## src/rtl/dmem_pkg.sv

```systemverilog
// dmem_pkg: shared encodings for the data-memory arbiter.
// Access size codes and the sequencer state enum.
package dmem_pkg;

    localparam logic [1:0] SZ_B = 2'b00;
    localparam logic [1:0] SZ_H = 2'b01;
    localparam logic [1:0] SZ_W = 2'b10;

    typedef enum logic [1:0] {
        IDLE,
        LOAD,
        MERGE,
        RESP
    } state_t;

endpackage

```

## src/rtl/dmem_lane.sv

```systemverilog
// dmem_lane: byte/halfword lane extract with extension for loads,
// and lane merge of store data into a read word for sub-word stores.
module dmem_lane
    import dmem_pkg::*;
(
    input  logic [1:0]  size,
    input  logic        uns,
    input  logic [1:0]  off,
    input  logic [31:0] rdata,
    input  logic [15:0] wdata,
    output logic [31:0] load_data,
    output logic [31:0] merge_data
);

    logic [7:0]  byte_lane;
    logic [15:0] half_lane;

    always_comb begin
        byte_lane = rdata[{off, 3'b000} +: 8];
        half_lane = rdata[{off[1], 4'b0000} +: 16];
        unique case (size)
            SZ_B:    load_data = {{24{~uns & byte_lane[7]}}, byte_lane};
            SZ_H:    load_data = {{16{~uns & half_lane[15]}}, half_lane};
            default: load_data = rdata;
        endcase
    end

    always_comb begin
        merge_data = rdata;
        if (size == SZ_B)
            merge_data[{off, 3'b000} +: 8] = wdata[7:0];
        else
            merge_data[{off[1], 4'b0000} +: 16] = wdata;
    end

endmodule

```

## src/rtl/dmem_arbiter.sv

```systemverilog
// dmem_arbiter: round-robin two-port front end for the single-port data
// memory, with read-modify-write sub-word stores and load extension.
module dmem_arbiter
    import dmem_pkg::*;
#(
    parameter int MEMORY_SIZE = 2048,
    parameter int ADDR_WIDTH  = $clog2(MEMORY_SIZE)
) (
    input  logic                  clk,
    input  logic                  rst_n,
    input  logic                  p0_req,
    input  logic                  p0_we,
    input  logic [1:0]            p0_size,
    input  logic                  p0_uns,
    input  logic [31:0]           p0_addr,
    input  logic [31:0]           p0_wdata,
    output logic                  p0_ack,
    output logic                  p0_err,
    output logic [31:0]           p0_rdata,
    input  logic                  p1_req,
    input  logic                  p1_we,
    input  logic [1:0]            p1_size,
    input  logic                  p1_uns,
    input  logic [31:0]           p1_addr,
    input  logic [31:0]           p1_wdata,
    output logic                  p1_ack,
    output logic                  p1_err,
    output logic [31:0]           p1_rdata,
    output logic [ADDR_WIDTH-1:0] mem_addr,
    output logic                  mem_we,
    output logic                  mem_re,
    output logic [31:0]           mem_wdata,
    input  logic [31:0]           mem_rdata
);

    state_t                state, state_nx;
    logic                  last_grant;
    logic                  go, sel;
    logic                  cur_we, cur_uns, cur_err;
    logic [1:0]            cur_size;
    logic [31:0]           cur_addr, cur_wdata;
    logic                  gnt_q, uns_q, err_q;
    logic [1:0]            size_q, off_q;
    logic [ADDR_WIDTH-1:0] waddr_q;
    logic [15:0]           wdata_q;
    logic [31:0]           rdata_q;
    logic [31:0]           load_data, merge_data;

    // Grant is gated by rst_n so nothing reaches memory while reset is held.
    assign go  = rst_n & (p0_req | p1_req);
    assign sel = p1_req & (~p0_req | ~last_grant);

    always_comb begin
        cur_we    = sel ? p1_we    : p0_we;
        cur_size  = sel ? p1_size  : p0_size;
        cur_uns   = sel ? p1_uns   : p0_uns;
        cur_addr  = sel ? p1_addr  : p0_addr;
        cur_wdata = sel ? p1_wdata : p0_wdata;
    end

    assign cur_err = (cur_size == 2'b11)
                   | ((cur_size == SZ_H) & cur_addr[0])
                   | ((cur_size == SZ_W) & (cur_addr[1:0] != 2'b00))
                   | ((cur_addr >> (ADDR_WIDTH + 2)) != 32'd0);

    always_ff @(posedge clk or negedge rst_n) begin
        if (!rst_n)
            state <= IDLE;
        else
            state <= state_nx;
    end

    always_comb begin
        state_nx = state;
        unique case (state)
            IDLE: begin
                if (go) begin
                    if (cur_err || (cur_we && cur_size == SZ_W))
                        state_nx = RESP;
                    else if (cur_we)
                        state_nx = MERGE;
                    else
                        state_nx = LOAD;
                end
            end
            LOAD:  state_nx = RESP;
            MERGE: state_nx = RESP;
            RESP:  state_nx = IDLE;
        endcase
    end

    always_comb begin
        mem_addr  = '0;
        mem_we    = 1'b0;
        mem_re    = 1'b0;
        mem_wdata = '0;
        unique case (state)
            IDLE: begin
                if (go && !cur_err) begin
                    mem_addr = cur_addr[ADDR_WIDTH+1:2];
                    if (cur_we && cur_size == SZ_W) begin
                        mem_we    = 1'b1;
                        mem_wdata = cur_wdata;
                    end else begin
                        mem_re = 1'b1;
                    end
                end
            end
            MERGE: begin
                mem_addr  = waddr_q;
                mem_we    = 1'b1;
                mem_wdata = merge_data;
            end
            default: ;
        endcase
    end

    assign p0_ack   = (state == RESP) & ~gnt_q;
    assign p1_ack   = (state == RESP) & gnt_q;
    assign p0_err   = p0_ack & err_q;
    assign p1_err   = p1_ack & err_q;
    assign p0_rdata = p0_ack ? rdata_q : '0;
    assign p1_rdata = p1_ack ? rdata_q : '0;

    always_ff @(posedge clk or negedge rst_n) begin
        if (!rst_n) begin
            last_grant <= 1'b1;
            gnt_q      <= 1'b0;
            size_q     <= SZ_B;
            uns_q      <= 1'b0;
            off_q      <= '0;
            waddr_q    <= '0;
            wdata_q    <= '0;
            err_q      <= 1'b0;
            rdata_q    <= '0;
        end else if (state == IDLE && go) begin
            last_grant <= sel;
            gnt_q      <= sel;
            size_q     <= cur_size;
            uns_q      <= cur_uns;
            off_q      <= cur_addr[1:0];
            waddr_q    <= cur_addr[ADDR_WIDTH+1:2];
            wdata_q    <= cur_wdata[15:0];
            err_q      <= cur_err;
            rdata_q    <= '0;
        end else if (state == LOAD) begin
            rdata_q <= load_data;
        end
    end

    dmem_lane u_lane (
        .size       (size_q),
        .uns        (uns_q),
        .off        (off_q),
        .rdata      (mem_rdata),
        .wdata      (wdata_q),
        .load_data  (load_data),
        .merge_data (merge_data)
    );

endmodule

```

## config.mk

```make
export PLATFORM = sky130hd
export DESIGN_NAME = dmem_arbiter
export DESIGN_NICKNAME = d
export VERILOG_FILES = /design/src/rtl/dmem_pkg.sv /design/src/rtl/dmem_lane.sv /design/src/rtl/dmem_arbiter.sv
export SDC_FILE = /design/constraint.sdc
export NUM_CORES = 1
export LEC_CHECK = 0
export BUFFER_PORTS_ARGS = -buffer_cell sky130_fd_sc_hd__buf_2
export CELL_PAD_IN_SITES_DETAIL_PLACEMENT = 1
export CELL_PAD_IN_SITES_GLOBAL_PLACEMENT = 1
export CORE_MARGIN = 2
export CORE_UTILIZATION = 34
export CTS_BUF_LIST = sky130_fd_sc_hd__clkbuf_4
export CTS_CLUSTER_DIAMETER = 200
export DETAILED_ROUTE_END_ITERATION = 8
export HOLD_SLACK_MARGIN = 0.05
export PLACE_DENSITY_LB_ADDON = 0.05
export SLEW_MARGIN = 20
export SYNTH_ARGS = -nofsm -noshare
export SYNTH_HDL_FRONTEND = slang
export SYNTH_SLANG_ARGS = --single-unit
```

## constraint.sdc

```tcl
create_clock -name clk -period 2.6 [get_ports clk]
set_input_delay 0 -clock clk [delete_from_list [all_inputs] [get_ports clk]]
set_output_delay 0 -clock clk [all_outputs]
set_load 0.02 [all_outputs]
```

==> summary.md, run 1 <==
| Metric | Value |
|---|---|
| Run status | `completed` |
| Hold Vio Cnt, Final | `0` |
| Worst setup EP type | `output pin` |
| Synthesized Nets | `around 840` |
| Setup TNS | `0 ns` |
| Nets | `1212` |
| Commonest non-fill, non-tap cells in the layout | `buf_2 (281), dlygate4sd3_1 (100), nand2_1 (68), dfrtp_1 (68), o21ai_0 (63)` |
| Core footprint | `16500 um2` |
| Multi-input gate area | `roughly 3800 um2` |
| Commonest non-fill, non-tap cell in the layout | `buf_2` |
| Synth Cell Area | `5740 um2` |
| Clock Path Buffers | `2` |
| CTS Buf Count | `9` |
| Worst EP required | `2.60 ns` |
| Clk pin slew, worst setup/hold paths | `about 0.11 ns` |
| Number of global-route vias before repair | `7099` |
| Row cnt | `47` |
| Mean Syn Cell Area | `8.67 um2` |
| Psw | `around 0.0040 W` |
| Post-Synthesis Cells | `between 600 and 700` |
| Crit Path Class | `register to output pin` |
| Peak VDD IR | `between 0.3 and 0.4 mV` |
| Clock share of power | `0.087` |
| Worst setup path start | `last_grant` |
| Crit path launch type | `register` |
| Largest net degree at the start of global routing | `70` |
| Pwr Total | `0.00798 W` |
| Wire per inst | `between 15 and 20 um` |
| Place WS | `0.314 ns` |
| Netlist cell types | `56` |
| Max-slew violation count | `0` |
| DPL Wire Length | `18000 um` |
| Max cap viols | `0` |
| Skew final | `0.0139 ns` |
| Worst R2R Path Depth | `5` |
| DR pass1 iterations | `5` |
| Sw Ratio | `0.498` |
| CP endpoint | `mem_re` |
| Min Tclk post-route | `2.53 ns` |
| RR Startpoint | `last_grant` |
| Ports | `285` |
| Worst-skew pair later-pin latency | `about 0.45 ns` |
| Leak | `4.40 nW` |
| Combinational share of power | `0.664` |
| Initial antenna violation count | `1` |
| Vias per Instance | `5.40` |
| # fillers | `2013` |
| Worst hold slack | `0.0742 ns` |
| Crit path DAT | `approximately 2.5 ns` |
| GRT Residual Overflow | `0` |
| Initial Util | `0.347` |
| Actual slew at the worst max-slew pin | `0.910 ns` |
| DRT iter0 DRCs | `269` |
| Pint | `0.00400 W` |
| Max Clock Freq | `395 MHz` |
| CTS H-Tree Depth | `3` |
| CTS tree | `yes` |
| Reg power frac | `0.249` |
| Clk root buf | `clkbuf_4` |
| Flop-to-flop setup slack | `0.31 ns` |
| CP Max Fanout | `10` |
| Register area | `about 1700 um2` |
| Gr usage total | `0.271` |
| Die area | `17900 um2` |
| Post-route ant nets | `0` |
| Vias after detailed routing | `6785` |
| Port buffer count | `284` |
| RSZ-0062 raised after global routing | `true` |
| Final setup fails | `0` |
| Worst Hold Class | `input pin to register` |
| DRT Wirelength | `~25000 um` |
| Sink Count | `69` |
| Worst r2r dst | `wdata_q[9]` |
| Rel. slew slack | `0.393` |
| Seq cells post-synth | `69` |
| Pwr dens | `roughly 920 nW/um2` |
| Share of layout cells above drive strength 1 | `0.381` |
| First-pass GRT wire length | `38200 um` |
| Final worst path period share | `0.974` |
| Final WS setup | `between 0.06 and 0.07 ns` |
| Yosys warns | `0` |
| Die height | `134 um` |
| Global placement routability congestion | `0.902` |
| Number of remaining DRC errors | `0` |
| Sequential area share after synthesis | `0.301` |
| Die Wd | `134 um` |
| Layout area overhead | `50.9%` |
timing repair:
action	CTS	global route
endpoints found under the hold margin	132	0
setup buffers	1	8
pin swaps	1	3
resized for setup	5	8
hold buffers	100	0
setup endpoints to repair	31	24
registers in the layout (all words and copies together), names as in the netlist, 2 cells and up:
register	cells
state	2
wdata_q	16
off_q	2
waddr_q	11
rdata_q	32
size_q	2
worst min path at each step:
stage	startpoint	endpoint	depth (start not counted)
2_1_floorplan	rst_n	err_q	0
3_3_place_gp	p0_uns	uns_q	3
3_5_place_dp	p0_uns	uns_q	3
4_1_cts	mem_rdata[10]	rdata_q[10]	5
5_1_grt	mem_rdata[10]	rdata_q[10]	5
6_report	mem_rdata[10]	rdata_q[10]	5
cells in the mapped netlist (all sizes together):
cell     number  area, um2
nand2        69        259
dfrtp        68       1700
o21ai        66        334
mux2i        59        591
clkbuf       37        139
nor2         36        135
and2         35        219
and3         35        219
nor2b        33        206
o22ai        31        382
a31oi        22        138
a21oi        19        110
buf          18        116
a22oi        17        128
mux2         17        191
nand2b       13       81.3
o211ai       10       88.8
ha            9        113
nor4          9       71.3
a221oi        8       70.1
o32a          8       80.1
a222oi        7       70.1
inv           5       18.8
nand4         3       18.8
nor3          3       20.0
o21a          3       22.5
or2           3       18.8
a2111oi       2       17.5
a21boi        2       22.5
a211oi        1       7.51
a21bo         1       10.0
a32oi         1       8.76
clkinv        1       3.75
dfstp         1       26.3
mux4          1       22.5
nand3         1       5.00
nand4b        1       8.76
o2bb2ai       1       8.76
o32ai         1       8.76
o41ai         1       16.3
or2b          1       7.51
or3           1       6.26
or3b          1       11.3
or4           1       7.51
kinds of logic after synthesis:
kind of cell / synth area share
buffers and inverters: 0.0484
muxes: 0.140
AOI/OAI and AO/OA: 0.265
and+or+nand+nor: 0.226
adders and majority gates: 0.0196
DFF: 0.301
area by class of cell:
type,instances,share of cell area
clock inverters,3,0.00448
well taps,220,0.0318
diodes,2,0.000578
clock buffers,11,0.00953
inverters,6,0.00260
multi-input cells,532,0.438
repair buffers,413,0.314
flip-flops and latches,69,0.199
per-stage QoR:
step,std cells,util,cell area (um2)
finish,1256,0.524,8660
global route,1255,0.524,8660
CTS,1246,0.518,8550
detailed placement,1131,0.448,7400
global placement,1131,0.448,7400
floorplan,662,-,5740
power by group through the flow:
stage	sequential (W)	combinational [W]	clock, W
6_report	0.00199	0.00530	0.000696
5_1_grt	0.00204	0.00578	0.000758
4_1_cts	0.00197	0.00520	0.000718
3_5_place_dp	0.00199	0.00492	0
3_3_place_gp	0.00197	0.00481	0
2_1_floorplan	0.00183	0.00345	0
per-layer routing:
layer	global-route usage	vias up	share of wire
met5	0	-	0
met4	0.0928	0	0.017
met3	0.0382	30	0.054
met2	0.478	259	0.51
met1	0.340	3314	0.42
li1	-	3182	-
critical path, stage by stage, from the launching register on:
cell and delay (ns):
dfstp_2 0.41, a21boi_4 0.32, nand4_1 0.19, or2_2 0.38, a211oi_1 0.39, and3_1 0.23
buf_2 0.17
Power figures use the tool's default switching activity.
==> inputs of run 2 (changes only) <==
--- a/config.mk
+++ b/config.mk
@@ -8,6 +8,7 @@
 export BUFFER_PORTS_ARGS = -buffer_cell sky130_fd_sc_hd__buf_2
 export CELL_PAD_IN_SITES_DETAIL_PLACEMENT = 1
 export CELL_PAD_IN_SITES_GLOBAL_PLACEMENT = 1
+export CORE_ASPECT_RATIO = 1.25
 export CORE_MARGIN = 2
 export CORE_UTILIZATION = 34
 export CTS_BUF_LIST = sky130_fd_sc_hd__clkbuf_4
@@ -19,3 +20,4 @@
 export SYNTH_ARGS = -nofsm -noshare
 export SYNTH_HDL_FRONTEND = slang
 export SYNTH_SLANG_ARGS = --single-unit
+export TNS_END_PERCENT = 5
==> summary.md, run 2 (same netlist as run 1, synthesis figures left out) <==
| Metric | Value |
|---|---|
| Worst-skew pair later-pin latency | `0.46 ns (about the same)` |
| Row cnt | `53 (+13%)` |
| Vias after detailed routing | `6781 (-0.059%)` |
| DRT Wirelength | `25200 um (+0.44%)` |
| Max cap viols | `0 (unchanged)` |
| Largest net degree at the start of global routing | `65 (-7.1%)` |
| Worst hold slack | `0.0869 ns (+0.0127 ns)` |
| Die height | `149 um (+11%)` |
| Metal2 WL | `13100 um (+3.5%)` |
| Final WS setup | `0.0490 ns (-0.0198 ns)` |
| Number of diodes | `0 (-2)` |
| Top flop regs | `rdata_q: 32 flops, wdata_q: 16 flops, waddr_q: 11 flops` |
| Clk pin slew, worst setup/hold paths | `0.13 ns (+0.02 ns)` |
| Peak VDD IR | `0.359 mV (+19%)` |
| Crit path DAT | `2.55 ns (+0.02 ns)` |
| Combinational share of power | `0.658 (-0.006)` |
| Reg power frac | `0.242 (-0.007)` |
| Pwr dens | `943 nW/um2 (+2.3%)` |
| RSZ-0062 raised after global routing | `true` |
| Port buffer count | `284 (unchanged)` |
| Skew final | `0.0156 ns (+0.00169 ns)` |
| CP endpoint | `mem_wdata[24]` |
| Min Tclk post-route | `2.55 ns (+0.0198 ns)` |
| # fillers | `2059 (+2.3%)` |
| Max reg flops | `32 (unchanged)` |
| Place WS | `0.302 ns (-0.0113 ns)` |
| Die Wd | `120 um (-10%)` |
| Pint | `0.00412 W (+2.8%)` |
| Crit Path Class | `register to output pin` |
| Core footprint | `16700 um2 (+1.1%)` |
| Worst R2R Path Depth | `7 (+2)` |
| Number of remaining DRC errors | `0 (unchanged)` |
| DPL Wire Length | `18200 um (+1.1%)` |
| Initial antenna violation count | `0 (-1)` |
| Gr usage total | `0.274 (+0.00311)` |
| Psw | `0.00409 W (+2.8%)` |
| Clk root buf | `clkbuf_4` |
| Final setup fails | `0 (unchanged)` |
| Layout area overhead | `51.6%` |
| Worst EP required | `2.60 ns (about the same)` |
| Worst r2r dst | `rdata_q[0]` |
| Wire per inst | `20.1 um (+0.76%)` |
| Worst setup EP type | `output pin` |
| Crit path launch type | `register` |
| Max-slew violation count | `0 (unchanged)` |
| Commonest non-fill, non-tap cells in the layout | `buf_2 (265), dlygate4sd3_1 (101), nand2_1 (68), dfrtp_1 (68), o21ai_0 (63)` |
| Actual slew at the worst max-slew pin | `0.855 ns (-0.0554 ns)` |
| CTS H-Tree Depth | `3 (unchanged)` |
| RR Startpoint | `off_q[0]` |
| Reg with most FFs | `rdata_q` |
| Die area | `17900 um2 (about the same)` |
| CP Max Fanout | `33 (+23)` |
| Highest layer used for signal routing | `met4` |
| Post-route ant nets | `0 (unchanged)` |
| CTS Buf Count | `9 (unchanged)` |
| Rel. slew slack | `0.430 (+0.0369)` |
| Sink Count | `69 (unchanged)` |
| Max Clock Freq | `392 MHz (-0.78%)` |
| Hold Vio Cnt, Final | `0 (unchanged)` |
| Number of global-route vias before repair | `7179 (+1.1%)` |
| Worst Hold Class | `input pin to register` |
| CTS tree | `yes` |
| Clock share of power | `0.100 (+0.013)` |
| Commonest non-fill, non-tap cell in the layout | `buf_2` |
| Global placement routability congestion | `0.820 (-9.1%)` |
| Worst setup path start | `off_q[1]` |
| GRT Residual Overflow | `0 (unchanged)` |
| Ports | `285 (unchanged)` |
| Pwr Total | `0.00820 W (+2.8%)` |
| Met3 WL | `1470 um (+8.4%)` |
| First-pass GRT wire length | `38500 um (+0.94%)` |
| Sw Ratio | `0.498 (about the same)` |
| DRT iter0 DRCs | `307 (+14%)` |
| Met1 WL | `9810 um (-7.4%)` |
| Vias per Instance | `5.42 (+0.26%)` |
| Final worst path period share | `0.981 (+0.00761)` |
| Flop-to-flop setup slack | `0.22 ns (-0.09 ns)` |
| Share of layout cells above drive strength 1 | `0.383 (+0.00171)` |
| DR pass1 iterations | `6 (+1)` |
| Clock Path Buffers | `2 (unchanged)` |
| Run status | `completed` |
| Leak | `4.37 nW (-0.54%)` |
| Initial Util | `0.344 (-0.00388)` |
| Nets | `1208 (-0.33%)` |
==> run 2: layout make-up <==
type	instances	area, um2	share of cell area
Tap cell	220	275	0.0316
Inverter	6	25.0	0.00288
Sequential cell	69	1730	0.199
Clock inverter	7	90.1	0.0104
Timing Repair Buffer	409	2710	0.312
Clock buffer	9	67.6	0.00776
Multi-Input combinational cell	532	3800	0.437
==> run 2: repair_timing <==
action                                  4_1_cts  5_1_grt
gates resized for setup                       6       35
hold endpoints to repair                    133        0
setup buffers                                 0        3
hold buffers                                101        0
endpoints found under the setup margin       40       41
pin swaps                                     0        5
==> run 2: power by group through the flow <==
stage	logic, W	registers, W	clock network [W]
final	0.00540	0.00199	0.000820
after CTS	0.00522	0.00198	0.000834
after floorplan	0.00345	0.00183	0
after global routing	0.00585	0.00205	0.000890
after global placement	0.00478	0.00196	0
after detailed placement	0.00495	0.00199	0
==> run 2: worst min path at each step <==
stage / start / to / slack [ns] / depth (start not counted)
floorplan: rst_n / err_q / -0.30 / 0
global placement: rst_n / err_q / -0.17 / 1
detailed placement: rst_n / err_q / -0.17 / 1
CTS: mem_rdata[12] / rdata_q[12] / 0.06 / 5
global route: p0_req / off_q[1] / 0.1 / 4
finish: mem_rdata[12] / rdata_q[12] / 0.09 / 5
==> run 2: per-stage QoR <==
stage                     area [um2]  utilization  TNS [ns]  cells
after floorplan                 5740            -         0    662
after global placement          7380        0.442         0   1132
after detailed placement        7380        0.442         0   1132
after CTS                       8570        0.513    -0.255   1249
after global routing            8700        0.521    -0.477   1252
final                           8700        0.521         0   1252
==> run 2: per-layer routing <==
| layer | vias to the layer above | global-route usage |
|---|---|---|
| met1 | 3295 | 0.317 |
| met5 | - | 0 |
| met4 | 0 | 0.104 |
| met2 | 261 | 0.493 |
| li1 | 3175 | - |
| met3 | 50 | 0.0608 |
==> run 2: worst max-delay path, stage by stage (launching register included) <==
cell and delay [ns]:
dfrtp_1 0.42, buf_6 0.22, ha_1 0.23, inv_1 0.09
nor4_4 0.05, buf_4 0.16, a222oi_1 0.57, o22ai_2 0.14
buf_2 0.19
==> inputs of run 3 (changes only) <==
--- a/config.mk
+++ b/config.mk
@@ -14,6 +14,7 @@
 export CTS_BUF_LIST = sky130_fd_sc_hd__clkbuf_4
 export CTS_CLUSTER_DIAMETER = 200
 export DETAILED_ROUTE_END_ITERATION = 8
+export GPL_ROUTABILITY_DRIVEN = 0
 export HOLD_SLACK_MARGIN = 0.05
 export PLACE_DENSITY_LB_ADDON = 0.05
 export SLEW_MARGIN = 20
==> constraint.sdc (replaced) <==
create_clock -name clk -period 2.36 [get_ports clk]
set_input_delay 0 -clock clk [delete_from_list [all_inputs] [get_ports clk]]
set_output_delay 0 -clock clk [all_outputs]
set_load 0.02 [all_outputs]
==> summary.md, run 3 (same netlist as run 1, synthesis figures left out) <==
| Metric | Value |
|---|---|
| Run status | `finished with violations` |
| Failing checks | `setup timing` |
| Vias per Instance | `5.33 (-1.6%)` |
| Hold Crit Start | `mem_rdata[12]` |
| Hold Vio Cnt, Final | `0 (unchanged)` |
| First-pass GRT wire length | `37800 um (-1.9%)` |
| Port buffer count | `284 (unchanged)` |
| Worst R2R Path Depth | `6 (-1)` |
| Reg with most FFs | `rdata_q` |
| Rel. slew slack | `0.376 (-0.0546)` |
| Nets | `1217 (+0.75%)` |
| Crit path launch type | `register` |
| Worst-skew pair later-pin latency | `0.46 ns (about the same)` |
| CP Max Fanout | `10 (-70%)` |
| Crit path DAT | `2.47 ns (-0.08 ns)` |
| Worst EP required | `2.36 ns (-0.24 ns)` |
| Max Clock Freq | `around 400 MHz` |
| Gr usage total | `0.267 (-0.00725)` |
| Setup TNS | `-1.46 ns (-1.46 ns)` |
| Commonest non-fill, non-tap cell in the layout | `buf_2` |
| Commonest non-fill, non-tap cells in the layout | `buf_2 (256), dlygate4sd3_1 (99), nand2_1 (68), dfrtp_1 (68), mux2i_1 (57)` |
| Share of layout cells above drive strength 1 | `0.402 (+0.0188)` |
| DPL Wire Length | `17700 um (-2.9%)` |
| Initial Util | `0.344 (unchanged)` |
| Die area | `17900 um2 (unchanged)` |
| Die height | `149 um (unchanged)` |
| Die Wd | `120 um (unchanged)` |
| Flop-to-flop setup slack | `-0.07 ns (-0.29 ns)` |
| Final worst path period share | `1.05` |
| DRT Wirelength | `24800 um (-1.4%)` |
| RR Startpoint | `last_grant` |
| Clock Path Buffers | `2 (unchanged)` |
| Hold Path Depth | `5 (unchanged)` |
| Row cnt | `53 (unchanged)` |
| Pwr dens | `1060 nW/um2 (+12%)` |
| Skew final | `0.0180 ns (+0.00246 ns)` |
| RSZ-0062 raised after global routing | `true` |
| DR pass1 iterations | `4 (-2)` |
| Number of global-route vias before repair | `7078 (-1.4%)` |
| Worst Hold Class | `input pin to register` |
| Max-slew violation count | `0 (unchanged)` |
| Max cap viols | `0 (unchanged)` |
| CTS H-Tree Depth | `3 (unchanged)` |
| Final setup fails | `29 (+29)` |
| Sink Count | `69 (unchanged)` |
| Leak | `4.45 nW (+1.8%)` |
| Largest net degree at the start of global routing | `70 (+7.7%)` |
| CTS Buf Count | `9 (unchanged)` |
| Worst r2r dst | `wdata_q[1]` |
| Wire per inst | `19.7 um (-2.2%)` |
| Hold EP | `rdata_q[12]` |
| Worst setup EP type | `output pin` |
| Clk pin slew, worst setup/hold paths | `0.14 ns (about the same)` |
| GRT Residual Overflow | `0 (unchanged)` |
| DRT iter0 DRCs | `385 (+25%)` |
| CTS tree | `yes` |
| Post-route ant nets | `0 (unchanged)` |
| Max reg flops | `32 (unchanged)` |
| Number of remaining DRC errors | `0 (unchanged)` |
| Clk root buf | `clkbuf_4` |
| Initial antenna violation count | `0 (unchanged)` |
| Min Tclk post-route | `approximately 2.5 ns` |
| Top flop regs | `rdata_q: 32 flops, wdata_q: 16 flops, waddr_q: 11 flops` |
| Vias after detailed routing | `6723 (-0.86%)` |
| Crit Path Class | `register to output pin` |
| Actual slew at the worst max-slew pin | `0.936 ns (+0.0819 ns)` |
| Peak VDD IR | `0.589 mV (+64%)` |
| Core footprint | `16700 um2 (unchanged)` |
| Layout area overhead | `55.3%` |
| Worst hold slack | `0.0779 ns (-0.00897 ns)` |
| Ports | `285 (unchanged)` |
| Final WS setup | `-0.113 ns (-0.162 ns)` |
| Utilization after layout | `0.534 (+0.0129)` |
## run 3: cell types whose count changed in the layout (fill, tap and decap cells not counted), sizes merged
| cell | before | now |
|---|---|---|
| dlygate4sd3 | 101 | 99 |
| bufinv | 2 | 3 |
| diode | 0 | 1 |
| buf | 308 | 319 |
| clkinvlp | 3 | 2 |
## run 3: routing by layer
metal	GRT usage	up-vias	share of wire
met5	0	-	0
met4	0.0907	0	0.027
met3	0.0485	50	0.047
met2	0.489	227	0.53
met1	0.312	3252	0.40
li1	-	3194	-
## run 3: power breakdown
part           switching, W  leakage, nW  internal [W]  total, W
combinational       0.00359         3.50       0.00261   0.00620
sequential         0.000497        0.860       0.00171   0.00220
clock              0.000499       0.0896      0.000530   0.00103
## run 3: worst max-delay path by stage
stage,cells after the start,slack (ns),end,startpoint
finish,7,-0.11,mem_wdata[19],size_q[1]
detailed placement,5,0.13,rdata_q[29],off_q[1]
floorplan,7,0.13,mem_wdata[0],off_q[0]
global route,8,-0.19,mem_wdata[19],off_q[1]
global placement,5,0.25,rdata_q[16],off_q[1]
CTS,8,-0.13,mem_wdata[24],off_q[1]
## run 3: final cells by class
class | count | area [um2]
sequential | 69 | 1730
timing repair buffer | 418 | 2830
antenna | 1 | 2.50
inverter | 6 | 22.5
clock buffer | 9 | 67.6
clock inverter | 7 | 114
fill | 2036 | 7790
tap | 220 | 275
multi-input combinational | 532 | 3870
## run 3: per-stage QoR
step	total power [W]	worst slack, ns	area [um2]	instances
finish	0.00943	-0.113	8920	1262
global route	0.0101	-0.189	8910	1261
CTS	0.00913	-0.134	8770	1258
detailed placement	0.00767	0.126	7410	1135
global placement	0.00746	0.248	7410	1135
floorplan	0.00582	0.130	5740	662
## run 3: what timing repair did
item	CTS	global route
setup endpoints to repair	45	64
pin swaps	6	10
setup buffers	8	3
hold buffers	99	0
endpoints found under the hold margin	133	0
resized for setup	31	49
## run 3: worst max-delay path, stage by stage, from the launching register on
cell	delay [ns]
dfrtp_1	0.40
or2_1	0.30
buf_4	0.22
o41ai_2	0.35
buf_4	0.23
a22oi_1	0.14
o22ai_2	0.18
buf_2	0.19
